$ cat config.mk
export PLATFORM = sky130hd
export DESIGN_NAME = wb_arbiter
export DESIGN_NICKNAME = d
export VERILOG_FILES = /design/src/rtl/wb_arbiter_pkg.sv /design/src/rtl/busy_table.sv /design/src/rtl/wb_arbiter.sv
export SDC_FILE = /design/constraint.sdc
export NUM_CORES = 1
export LEC_CHECK = 0
export ABC_AREA = 1
export BUFFER_PORTS_ARGS = -buffer_cell sky130_fd_sc_hd__buf_2
export CAP_MARGIN = 30
export CORE_ASPECT_RATIO = 1.4
export CORE_MARGIN = 8
export CORE_UTILIZATION = 40
export DETAILED_ROUTE_END_ITERATION = 16
export PLACE_DENSITY = 0.64
export SETUP_SLACK_MARGIN = 0.5
export SLEW_MARGIN = 20
export SYNTH_ARGS = -nofsm -noshare
export SYNTH_HDL_FRONTEND = slang
export SYNTH_HIERARCHICAL = 1
export SYNTH_SLANG_ARGS = --single-unit
$ cat constraint.sdc
create_clock -name clk -period 5.93 [get_ports clk]
set_input_delay 0.593 -clock clk [delete_from_list [all_inputs] [get_ports clk]]
set_output_delay 0.593 -clock clk [all_outputs]
set_load 0.1 [all_outputs]
$ cat src/rtl/wb_arbiter_pkg.sv
// Shared constants and types for the writeback arbiter and its busy table.
package wb_arbiter_pkg;

    localparam int   AW_DEF     = 5;
    localparam int   DW_DEF     = 32;
    localparam logic RST_ACTIVE = 1'b1;
    localparam logic EN_ON      = 1'b1;
    localparam logic EN_OFF     = 1'b0;

    typedef enum logic {
        SRC_EX  = 1'b0,
        SRC_MEM = 1'b1
    } src_e;

    // Zero-filled word of any width, used for reset and x0 comparisons.
    function automatic logic [63:0] zero_word();
        return '0;
    endfunction

endpackage

$ cat src/rtl/busy_table.sv
// Scoreboard of registers with an outstanding write: one bit per register, x0 never busy.
module busy_table
    import wb_arbiter_pkg::*;
#(
    parameter int AW = AW_DEF
) (
    input  logic          clk,
    input  logic          rst,
    input  logic          set_en,
    input  logic [AW-1:0] set_addr,
    input  logic          clr_en,
    input  logic [AW-1:0] clr_addr,
    input  logic [AW-1:0] raddr1,
    input  logic [AW-1:0] raddr2,
    input  logic [AW-1:0] raddr3,
    output logic          busy1,
    output logic          busy2,
    output logic          busy3
);
    localparam int N = 1 << AW;

    logic [N-1:0] busy;

    // Set is applied after clear so a same-edge reservation of the retiring
    // register keeps it busy for the new producer.
    always_ff @(posedge clk) begin
        if (rst == RST_ACTIVE) begin
            busy <= '0;
        end else begin
            if (clr_en == EN_ON) busy[clr_addr] <= 1'b0;
            if (set_en == EN_ON) busy[set_addr] <= 1'b1;
            busy[0] <= 1'b0;
        end
    end

    assign busy1 = (raddr1 == '0) ? 1'b0 : busy[raddr1];
    assign busy2 = (raddr2 == '0) ? 1'b0 : busy[raddr2];
    assign busy3 = (raddr3 == '0) ? 1'b0 : busy[raddr3];

endmodule

$ cat src/rtl/wb_arbiter.sv
// Round-robin writeback arbiter between execute and load results, with
// destination-register busy tracking for issue hazard checks.
module wb_arbiter
    import wb_arbiter_pkg::*;
#(
    parameter int AW = AW_DEF,
    parameter int DW = DW_DEF
) (
    input  logic          clk,
    input  logic          rst,
    input  logic          rdy,
    input  logic          ex_valid,
    input  logic [AW-1:0] ex_waddr,
    input  logic [DW-1:0] ex_wdata,
    output logic          ex_ready,
    input  logic          mem_valid,
    input  logic [AW-1:0] mem_waddr,
    input  logic [DW-1:0] mem_wdata,
    output logic          mem_ready,
    input  logic          iss_valid,
    input  logic [AW-1:0] iss_rd,
    output logic          iss_ready,
    input  logic [AW-1:0] q_raddr1,
    input  logic [AW-1:0] q_raddr2,
    output logic          q_busy1,
    output logic          q_busy2,
    output logic          we,
    output logic [AW-1:0] waddr,
    output logic [DW-1:0] wdata
);
    src_e          ptr;
    logic          active;
    logic          acc;
    logic [AW-1:0] acc_addr;
    logic [DW-1:0] acc_data;
    logic          wr_hit;
    logic          iss_hit;
    logic          set_en;
    logic          b1, b2, b_iss;

    assign active    = (rst != RST_ACTIVE) && rdy;
    assign ex_ready  = active && ex_valid  && (!mem_valid || ptr == SRC_EX);
    assign mem_ready = active && mem_valid && (!ex_valid  || ptr == SRC_MEM);

    assign acc      = ex_ready || mem_ready;
    assign acc_addr = ex_ready ? ex_waddr : mem_waddr;
    assign acc_data = ex_ready ? ex_wdata : mem_wdata;
    assign wr_hit   = acc && (acc_addr != '0);

    // A write retiring iss_rd this cycle frees it for a new reservation.
    assign iss_hit   = wr_hit && (acc_addr == iss_rd);
    assign iss_ready = active && ((iss_rd == '0) || !b_iss || iss_hit);
    assign set_en    = iss_valid && iss_ready && (iss_rd != '0);

    assign q_busy1 = (rst != RST_ACTIVE) && b1;
    assign q_busy2 = (rst != RST_ACTIVE) && b2;

    busy_table #(.AW(AW)) u_busy (
        .clk      (clk),
        .rst      (rst),
        .set_en   (set_en),
        .set_addr (iss_rd),
        .clr_en   (wr_hit),
        .clr_addr (acc_addr),
        .raddr1   (q_raddr1),
        .raddr2   (q_raddr2),
        .raddr3   (iss_rd),
        .busy1    (b1),
        .busy2    (b2),
        .busy3    (b_iss)
    );

    // Pointer moves only on contended grants; it then favours the loser.
    always_ff @(posedge clk) begin
        if (rst == RST_ACTIVE) begin
            we    <= EN_OFF;
            waddr <= '0;
            wdata <= '0;
            ptr   <= SRC_EX;
        end else begin
            we <= wr_hit;
            if (acc) begin
                waddr <= acc_addr;
                wdata <= acc_data;
            end
            if (ex_valid && mem_valid && acc)
                ptr <= ex_ready ? SRC_MEM : SRC_EX;
        end
    end

endmodule
==> metrics.md, run 1 <==
| Metric | Value |
|---|---|
| Antenna Nets Post-Route | `0` |
| Synth top area share | `a little under a third` |
| Die W | `~110 µm` |
| Post-synth top area cell | `dfxtp_1` |
| Initial antenna violation count | `0` |
| Slew headroom | `between 40% and 50%` |
| CTS resizes | `0` |
| Critical path startpoint category | `primary input` |
| Grt met1 use | `21.09%` |
| DR vias | `approximately 5.0k` |
| Root buf cell | `clkbuf_16` |
| Vias in the first global route | `4965` |
| Routed WL per cell | `14.60 µm` |
| H-tree Lvls | `3` |
| First-pass iteration count of the detailed router | `5` |
| Initial core utilization | `approximately 41%` |
| Clk_skew | `between 4 and 5 ps` |
| Worst setup margin | `1898 ps` |
| CP Class | `primary input to primary output` |
| Avg Cell Area, Syn | `slightly above 6 µm²` |
| Power density cells | `approximately 250 mW/mm²` |
| Final hold vios | `0` |
| Area contributors post-synth | `dfxtp_1 31%, nand2_1 21%, nand3_1 13%, inv_1 7.1%, o211ai_1 6.6%` |
| WP data required | `about 5300 ps` |
| GRT Total Usage | `between 10% and 20%` |
| Num rows | `46` |
| Post-synth EDFFs | `0` |
| HP Class | `register to register` |
| Die area | `0.01504 mm²` |
| TritonCTS clock tree | `yes` |
| Gr ovfl total | `0` |
| Clock Tree Buf Depth | `2` |
| Met3 usage | `6.664%` |
| Setup-failing EPs final | `0` |
| Die height | `141.9 µm` |
| Detailed Route Iter0 Violations | `229` |
| Slew @ Worst Pin | `812.6 ps` |
| Worst-Skew Late Latency | `330 ps` |
| Most Crowded Layer GR | `met2` |
| Tcrit/Tclk final | `between 60% and 70%` |
| Most frequent cell after synthesis | `nand2_1` |
| Synth Instances | `about 730` |
| Register bit count reported by yosys | `70` |
| Core region area | `roughly 0.011 mm²` |
| # Post-CTS Setup Buffers | `0` |
| Post-synth top cells | `252 x nand2_1, 117 x nand3_1, 86 x inv_1` |
| Period minus WS final | `about 4000 ps` |
| Met2 Track Usage GR | `32.63%` |
| IO Count | `about 140` |
| Syn_nets | `between 800 and 900` |
| Critical-path maximum fanout | `40` |
| Pins Over Slew Limit | `0` |
| Max_cap viols | `0` |
| Post-layout nets | `~950` |
| First-pass GRT wire length | `23.60 mm` |
| Drt drc | `0` |
| Routability congestion estimate | `~0.9` |
| # diodes | `0` |
| Sequential area share after synthesis | `between 30% and 40%` |
| HPWL Detailed | `about 11 mm` |
| Pre-CTS setup slack | `roughly 1900 ps` |
| Unrepaired setup endpoints after global routing | `no` |
| Clock Sinks | `70` |
| Clk pin slew, worst setup/hold paths | `~50 ps` |
| Drt total wl | `~15 mm` |
| Vias per cell | `between 5 and 6` |
| Largest net degree at the start of global routing | `75` |
| Hold_buf cts | `0` |
| Area growth syn-to-layout | `20.98%` |
| Netlist Area Pre-Place | `approximately 0.0045 mm²` |
| Tot Pwr | `roughly 1.4 mW` |
| Asr flop ratio synth | `0%` |
| TritonCTS Buffers | `9` |
| Setup crit end kind | `primary output` |
| Fin area | `~0.0055 mm²` |
| YS warnings | `6` |
| Max Fclk | `about 0.25 GHz` |
| Top FF cell, synth | `dfxtp_1` |
| PortBufs | `approximately 140` |
| VDD IR-drop max | `between 0.15 and 0.2 mV` |
| Netlist cell types | `27` |
| Final setup TNS | `0 ps` |
| Pleak | `~2.9 nW` |
| Status | `finished, final reports clean` |
| Layout cells sized above 1 | `23.16%` |
| Fin util | `between 40% and 50%` |
| WP data arrival | `3440 ps` |
| Post-DP Area | `between 0.005 and 0.006 mm²` |
[worst max-delay path: stages]
cell     delay [ps]
buf_2           320
nor2_4          350
nand3_2         680
nand2_1         330
nand2_1         210
nor2_1          130
nand2_1          70
nor2_2          120
nor2_2           70
nand2_1          70
nand2_1          50
nand2_1          90
inv_1            40
buf_2           280
[per-layer routing]
layer / wire, µm / up-vias
met5: 0 / -
met4: 330 / 0
met3: 1178 / 23
met2: 7067 / 180
met1: 6008 / 2209
li1: - / 2617
[per-stage QoR]
step	hold WS [ps]	cells
3_5_place_dp	468.5	984
4_1_cts	475.1	999
6_report	478.2	999
3_3_place_gp	463.9	984
5_1_grt	491.4	999
2_1_floorplan	448.5	733
[state kept, by name (all words and copies together), names as in the netlist]
register     count
we               1
waddr            5
u_busy/busy     31
wdata           32
ptr              1
[report_power, final]
part	total [mW]	switching (mW)	leakage [nW]	internal (mW)
Clock	0.489	0.185	0.133	0.303
Sequential	0.503	0.0109	0.571	0.492
Combinational	0.389	0.302	2.19	0.0877
[worst paths after layout]
path / from / endpoint / slack, ps / cells after the start
worst max-delay path: rst / iss_ready / 1900 / 14
worst min-delay path: u_busy/busy[11]$_SDFF_PP0_ / u_busy/busy[11]$_SDFF_PP0_ / 480 / 2
worst max register to register: ptr$_SDFFE_PP0P_ / u_busy/busy[24]$_SDFF_PP0_ / 2820 / 15
worst min register to register: u_busy/busy[11]$_SDFF_PP0_ / u_busy/busy[11]$_SDFF_PP0_ / 480 / 2
[logic make-up (layout without fill, tap and decap cells)]
family / count (synthesis) / count (layout) / share of synthesized area [%]
AOI/OAI and AO/OA: 108 / 108 / 14.22
DFF: 70 / 70 / 30.92
and+or+nand+nor: 415 / 415 / 41.22
buffers and inverters: 140 / 262 / 13.64
[cell usage in the layout, fill, tap and decap left out]
cell,instances
nand4_1,8
nor2_2,5
nor3_1,2
nor2_1,10
nand3_1,117
inv_1,86
nand3b_1,2
nand2_4,1
dfxtp_1,70
buf_4,3
clkinv_2,1
nor3_2,8
nand2_2,6
inv_2,18
inv_4,3
nor3_4,3
buf_2,137
o21ai_1,17
a21oi_1,33
clkbuf_16,9
nand2_1,251
nand3_2,1
o21ai_0,15
clkbuf_1,3
nor2_4,1
a31oi_1,3
clkbuf_8,2
o211ai_1,40
[area by class of cell]
class | instances | area [µm²]
multi-input cells | 523 | 2515
clock inverters | 1 | 5.005
fillers | 1240 | 5683
clock buffers | 14 | 264.0
repair buffers | 140 | 708.2
flip-flops and latches | 70 | 1401
inverters | 107 | 409.1
well taps | 144 | 180.2
Power figures use the tool's default switching activity.
==> inputs of run 2 (changes only) <==
==> constraint.sdc (replaced) <==
create_clock -name clk -period 3.9 [get_ports clk]
set_input_delay 0.39 -clock clk [delete_from_list [all_inputs] [get_ports clk]]
set_output_delay 0.39 -clock clk [all_outputs]
set_load 0.1 [all_outputs]
==> run 2 against run 1 <==
Effect of this change:
- register-to-register slack worse by 1700 ps
- flip-flop and latch count stayed put
- routed wire length is 1.8% lower
- die area stayed put
- sequential power is 52% higher
- non-clock buffer count is 2 higher
- setup slack worse by 1000 ps
- highest routed layer unchanged
==> metrics.md, run 2 (synthesis gave the netlist of run 1 again) <==
| Metric | Value |
|---|---|
| Max FFs per register | `32 (unchanged)` |
| Area growth syn-to-layout | `21.59%` |
| Detailed Route Iter0 Violations | `217 (-5.2%)` |
| Worst setup margin | `895.7 ps (-1002 ps)` |
| Gr ovfl total | `0 (unchanged)` |
| Setup crit end kind | `primary output` |
| Final hold vios | `0 (unchanged)` |
| Routability congestion estimate | `0.9366 (+1.9%)` |
| Setup-failing EPs final | `0 (unchanged)` |
| Pins Over Slew Limit | `0 (unchanged)` |
| First-pass iteration count of the detailed router | `5 (unchanged)` |
| # Post-CTS Setup Buffers | `0 (unchanged)` |
| PortBufs | `137 (unchanged)` |
| Status | `finished, final reports clean` |
| Num rows | `46 (unchanged)` |
| Most frequent cells in the layout | `251 x nand2_1, 136 x buf_2, 117 x nand3_1, 86 x inv_1, 70 x dfxtp_1` |
| Period minus WS final | `3004 ps` |
| Initial antenna violation count | `1 (+1)` |
| Worst-Skew Late Latency | `320 ps (about the same)` |
| Layout cells sized above 1 | `23.39% (+0.23 points)` |
| Fin area | `0.005510 mm² (+0.50%)` |
| Drt drc | `0 (unchanged)` |
| Fill count | `1252 (+0.97%)` |
| TritonCTS clock tree | `yes` |
| CTS resizes | `0 (unchanged)` |
| Core region area | `0.01117 mm² (unchanged)` |
| Top reg by flops | `wdata` |
| WP data arrival | `2610 ps (-830 ps)` |
| Vias in the first global route | `4925 (-0.81%)` |
| Clk pin slew, worst setup/hold paths | `50 ps (about the same)` |
| Clock Sinks | `70 (unchanged)` |
| Top flop regs | `wdata x32, u_busy/busy x31, waddr x5` |
| Final setup TNS | `0 ps (unchanged)` |
| TritonCTS Buffers | `9 (unchanged)` |
| Power density cells | `379.5 mW/mm² (+51%)` |
| Critical path startpoint category | `register` |
| Critical-path maximum fanout | `23 (-43%)` |
| Clock Tree Buf Depth | `2 (unchanged)` |
| HPWL Detailed | `11.27 mm (+2.2%)` |
| GRT Total Usage | `19.01% (-0.10 points)` |
| Drt total wl | `14.32 mm (-1.8%)` |
| Clk_skew | `4.972 ps (+0.5556 ps)` |
| Max_cap viols | `0 (unchanged)` |
| DR vias | `5006 (-0.46%)` |
| First-pass GRT wire length | `23.54 mm (-0.29%)` |
| Slew headroom | `41.20% (-4.6 points)` |
| HP Class | `primary input to register` |
| Pre-CTS setup slack | `854.5 ps (-1010 ps)` |
| CP Class | `register to primary output` |
| Slew @ Worst Pin | `881.0 ps (+68.40 ps)` |
| H-tree Lvls | `3 (unchanged)` |
| Most common library cell in the layout ignoring fill and taps | `nand2_1` |
| Hold_buf cts | `0 (unchanged)` |
| Die height | `141.9 µm (unchanged)` |
| Routed WL per cell | `14.32 µm (-1.9%)` |
| Tcrit/Tclk final | `approximately 77%` |
| Pleak | `2.896 nW (+0.21%)` |
| Root buf cell | `clkbuf_16` |
| Largest net degree at the start of global routing | `75 (unchanged)` |
| Post-layout nets | `948 (+0.21%)` |
| WP data required | `3510 ps (-1830 ps)` |
| Unrepaired setup endpoints after global routing | `no` |
| Vias per cell | `5.006 (-0.56%)` |
| Initial core utilization | `40.59% (unchanged)` |
| Post-DP Area | `0.005244 mm² (+0.58%)` |
| Die area | `0.01504 mm² (unchanged)` |
| Die W | `106.0 µm (unchanged)` |
| IO Count | `138 (unchanged)` |
| Max Fclk | `between 0.3 and 0.4 GHz` |
| VDD IR-drop max | `0.2658 mV (+54%)` |
| Antenna Nets Post-Route | `0 (unchanged)` |
## run 2: cell types whose count changed in the layout (fill, tap and decap cells not counted)
cell / previous run / this run
clkinvlp_4: 0 / 1
clkinv_2: 1 / 0
diode_2: 0 / 1
buf_4: 3 / 5
buf_2: 137 / 136
clkbuf_1: 3 / 1
buf_12: 0 / 1
## run 2: path summary, 6_finish.rpt
kind                              startpoint                         end  slack (ps)  cells past startpoint
hold reg to reg   u_busy/busy[17]$_SDFF_PP0_  u_busy/busy[17]$_SDFF_PP0_         470                      2
hold / removal                     mem_valid            ptr$_SDFFE_PP0P_         380                      3
setup reg to reg            ptr$_SDFFE_PP0P_   u_busy/busy[3]$_SDFF_PP0_        1130                     16
setup / recovery            ptr$_SDFFE_PP0P_                   iss_ready         900                     13
## run 2: report_power, final
group          internal [mW]  leakage [nW]  switching [mW]  total, mW
clock                  0.454         0.127           0.279      0.733
sequential             0.748         0.571          0.0165      0.765
combinational          0.136          2.20           0.458      0.594
## run 2: final cells by class
cell class | count | area [µm²] | area share [%]
timing repair buffer | 142 | 738.2 | 13.40
clock buffer | 12 | 256.5 | 4.655
inverter | 107 | 409.1 | 7.425
tap | 144 | 180.2 | 3.270
multi-input combinational | 523 | 2515 | 45.64
sequential | 70 | 1401 | 25.43
antenna | 1 | 2.502 | 0.04541
clock inverter | 1 | 7.507 | 0.1362
## run 2: metrics by stage
| stage | hold WS [ps] | instances | power (mW) | utilization (%) |
|---|---|---|---|---|
| finish | 380.1 | 1000 | 2.091 | 49.35 |
| global route | 378.8 | 999 | 2.184 | 49.33 |
| CTS | 363.3 | 999 | 2.108 | 49.33 |
| detailed placement | 468.0 | 986 | 1.375 | 46.96 |
| global placement | 462.5 | 986 | 1.374 | 46.96 |
| floorplan | 448.5 | 733 | 1.235 | - |
## run 2: per-layer routing
| metal | GRT usage, % | part of all wire [%] |
|---|---|---|
| met5 | 0 | 0 |
| met4 | 8.996 | 2.5 |
| met3 | 6.392 | 8.1 |
| met2 | 31.51 | 48 |
| met1 | 21.42 | 41 |
## run 2: critical path: stages, from the launching register on
cell and delay [ps]:
dfxtp_1 340, nand2_2 130, nand3_2 380, nand2_1 160
nand2_1 250, nor2_1 70, nand2_1 80, nor2_2 40
nor2_2 160, nand2_1 80, nand2_1 60, nand2_1 60
inv_1 70, buf_2 420
==> inputs of run 3 (changes only) <==
--- a/config.mk
+++ b/config.mk
@@ -12,7 +12,7 @@
 export CORE_MARGIN = 8
 export CORE_UTILIZATION = 40
 export DETAILED_ROUTE_END_ITERATION = 16
-export PLACE_DENSITY = 0.64
+export PLACE_DENSITY = 0.66
 export SETUP_SLACK_MARGIN = 0.5
 export SLEW_MARGIN = 20
 export SYNTH_ARGS = -nofsm -noshare
==> constraint.sdc (replaced) <==
create_clock -name clk -period 2.5 [get_ports clk]
set_input_delay 0.25 -clock clk [delete_from_list [all_inputs] [get_ports clk]]
set_output_delay 0.25 -clock clk [all_outputs]
set_load 0.1 [all_outputs]
==> run 3 against run 2 <==
Effect of this change:
- global-route usage increased by 1.4 points
- core utilization up 4.4 points
- first-iteration DRC count up 46%
- non-clock buffer count is 22 higher
- via count increased by 5.0%
- combinational power grew 67%
- power increased by 80%
- routed wire length up 6.5%
- critical path depth is 4 higher
- flip-flop and latch count unchanged
- highest routed layer unchanged
==> metrics.md, run 3 (synthesis gave the netlist of run 1 again) <==
| Metric | Value |
|---|---|
| Status | `finished, final reports clean` |
| First-pass iteration count of the detailed router | `5 (unchanged)` |
| Die height | `141.9 µm (unchanged)` |
| Area growth syn-to-layout | `32.39%` |
| Most frequent cells in the layout | `241 x nand2_1, 131 x buf_2, 112 x nand3_1, 77 x inv_1, 59 x dfxtp_1` |
| Slew @ Worst Pin | `727.5 ps (-153.4 ps)` |
| Clk pin slew, worst setup/hold paths | `60 ps (about the same)` |
| DR vias | `5254 (+5.0%)` |
| Routability congestion estimate | `0.8740 (-6.7%)` |
| Die area | `0.01504 mm² (unchanged)` |
| Setup-failing EPs final | `0 (unchanged)` |
| Initial antenna violation count | `0 (-1)` |
| Fill count | `1148 (-8.3%)` |
| Most common library cell in the layout ignoring fill and taps | `nand2_1` |
| VDD IR-drop max | `0.3806 mV (+43%)` |
| Critical-path maximum fanout | `16 (-30%)` |
| Worst r2r src | `ptr$_SDFFE_PP0P_` |
| WP data arrival | `2540 ps (-70 ps)` |
| Root buf cell | `clkbuf_16` |
| Max_cap viols | `0 (unchanged)` |
| H-tree Lvls | `3 (unchanged)` |
| PortBufs | `137 (unchanged)` |
| Gr ovfl total | `0 (unchanged)` |
| Unrepaired setup endpoints after global routing | `yes` |
| Worst-Skew Late Latency | `340 ps (+20 ps)` |
| GRT Total Usage | `20.46% (+1.4 points)` |
| Worst Setup SP | `ptr$_SDFFE_PP0P_` |
| Multi-input logic area | `0.002624 mm² (+4.3%)` |
| Hold_sp | `mem_valid` |
| Drt drc | `0 (unchanged)` |
| Num rows | `46 (unchanged)` |
| Layout cells sized above 1 | `30.45% (+7.1 points)` |
| TritonCTS Buffers | `9 (unchanged)` |
| Period minus WS final | `around 2300 ps` |
| Drt total wl | `15.25 mm (+6.5%)` |
| Die W | `106.0 µm (unchanged)` |
| Antenna Nets Post-Route | `0 (unchanged)` |
| Final setup TNS | `0 ps (unchanged)` |
| Final hold vios | `0 (unchanged)` |
| IO Count | `138 (unchanged)` |
| Core region area | `0.01117 mm² (unchanged)` |
| Clock Sinks | `70 (unchanged)` |
| Clock Tree Buf Depth | `2 (unchanged)` |
| Post-layout nets | `970 (+2.3%)` |
| Pre-CTS setup slack | `119.2 ps (-735.3 ps)` |
| Power density cells | `626.1 mW/mm² (+65%)` |
| Hold_buf cts | `0 (unchanged)` |
| CP Class | `register to register` |
| Setup crit end kind | `register` |
| TritonCTS clock tree | `yes` |
| Tcrit/Tclk final | `about nine tenths` |
| Top reg by flops | `wdata` |
| Max Fclk | `between 0.4 and 0.5 GHz` |
| Max FFs per register | `32 (unchanged)` |
| HPWL Detailed | `11.59 mm (+2.8%)` |
| Largest net degree at the start of global routing | `75 (unchanged)` |
| Worst setup margin | `232.3 ps (-663.4 ps)` |
| Vias per cell | `5.131 (+2.5%)` |
| # diodes | `0 (-1)` |
| Vias in the first global route | `5177 (+5.1%)` |
| Detailed Route Iter0 Violations | `316 (+46%)` |
| Pleak | `3.091 nW (+6.7%)` |
| Top flop regs | `wdata x32, u_busy/busy x31, waddr x5` |
| Pins Over Slew Limit | `0 (unchanged)` |
| Tot Pwr | `3.756 mW (+80%)` |
| Critical path startpoint category | `register` |
| First-pass GRT wire length | `24.96 mm (+6.0%)` |
| Clk_skew | `5.279 ps (+0.3073 ps)` |
| WP data required | `2770 ps (-740 ps)` |
| Slew headroom | `51.50% (+10 points)` |
| HP Class | `primary input to register` |
| Routed WL per cell | `14.89 µm (+4.0%)` |
| Initial core utilization | `40.59% (unchanged)` |
| Register Area | `0.001415 mm² (+0.98%)` |
## run 3: timing repair
| action | in CTS | in global routing |
|---|---|---|
| endpoints found under the setup margin | 35 | 35 |
| pin swaps | 10 | 22 |
| endpoints found under the hold margin | 0 | 0 |
| setup buffers | 12 | 2 |
| resized for setup | 25 | 38 |
## run 3: cell type report
| cell class | instances | area share [%] |
|---|---|---|
| timing repair buffer | 164 | 16.52 |
| clock inverter | 7 | 2.398 |
| clock buffer | 9 | 3.754 |
| multi-input combinational | 523 | 43.73 |
| sequential | 70 | 23.59 |
| tap | 144 | 3.003 |
| inverter | 107 | 7.007 |
## run 3: worst max-delay path: stages, from the launching register on
cell     delay [ps]
dfxtp_2         350
nand2_4          80
nand3_4         180
buf_8           180
nand2_1          70
nand3_1          70
nand4_1         110
nor2_2          120
nand2_1          50
nand2_1          60
nand2_2          70
buf_4           140
nor2_4           90
inv_4            70
nor3_4          200
buf_6           150
nand2_1          50
a21oi_1         150
## run 3: worst paths after layout
path,endpoint,cells past startpoint,slack (ps)
max,u_busy/busy[3]$_SDFF_PP0_,17,230
min,ptr$_SDFFE_PP0P_,3,220
max reg2reg,u_busy/busy[3]$_SDFF_PP0_,17,230
min reg2reg,u_busy/busy[31]$_SDFF_PP0_,2,480
## run 3: layer usage
metal / track usage [%] / vias to the layer above / wire [µm]
met2: 34.11 / 220 / 7219
met3: 8.341 / 37 / 1485
met5: 0 / - / 0
met4: 8.550 / 0 / 517
li1: - / 2670 / -
met1: 22.41 / 2327 / 6026
## run 3: per-stage QoR
| step | util (%) | std cells | hold WS, ps | area, µm² |
|---|---|---|---|---|
| 6_report | 53.73 | 1024 | 216.7 | 6000 |
| 5_1_grt | 53.73 | 1024 | 242.6 | 6000 |
| 4_1_cts | 52.77 | 1022 | 209.9 | 5892 |
| 3_5_place_dp | 47.86 | 994 | 469.8 | 5344 |
| 3_3_place_gp | 47.86 | 994 | 459.4 | 5344 |
| 2_1_floorplan | - | 733 | 319.1 | 4572 |
## run 3: report_power, final
group	internal [mW]	total, mW	switching (mW)
logic	0.251	0.992	0.741
registers	1.17	1.19	0.0262
clock network	1.08	1.57	0.494
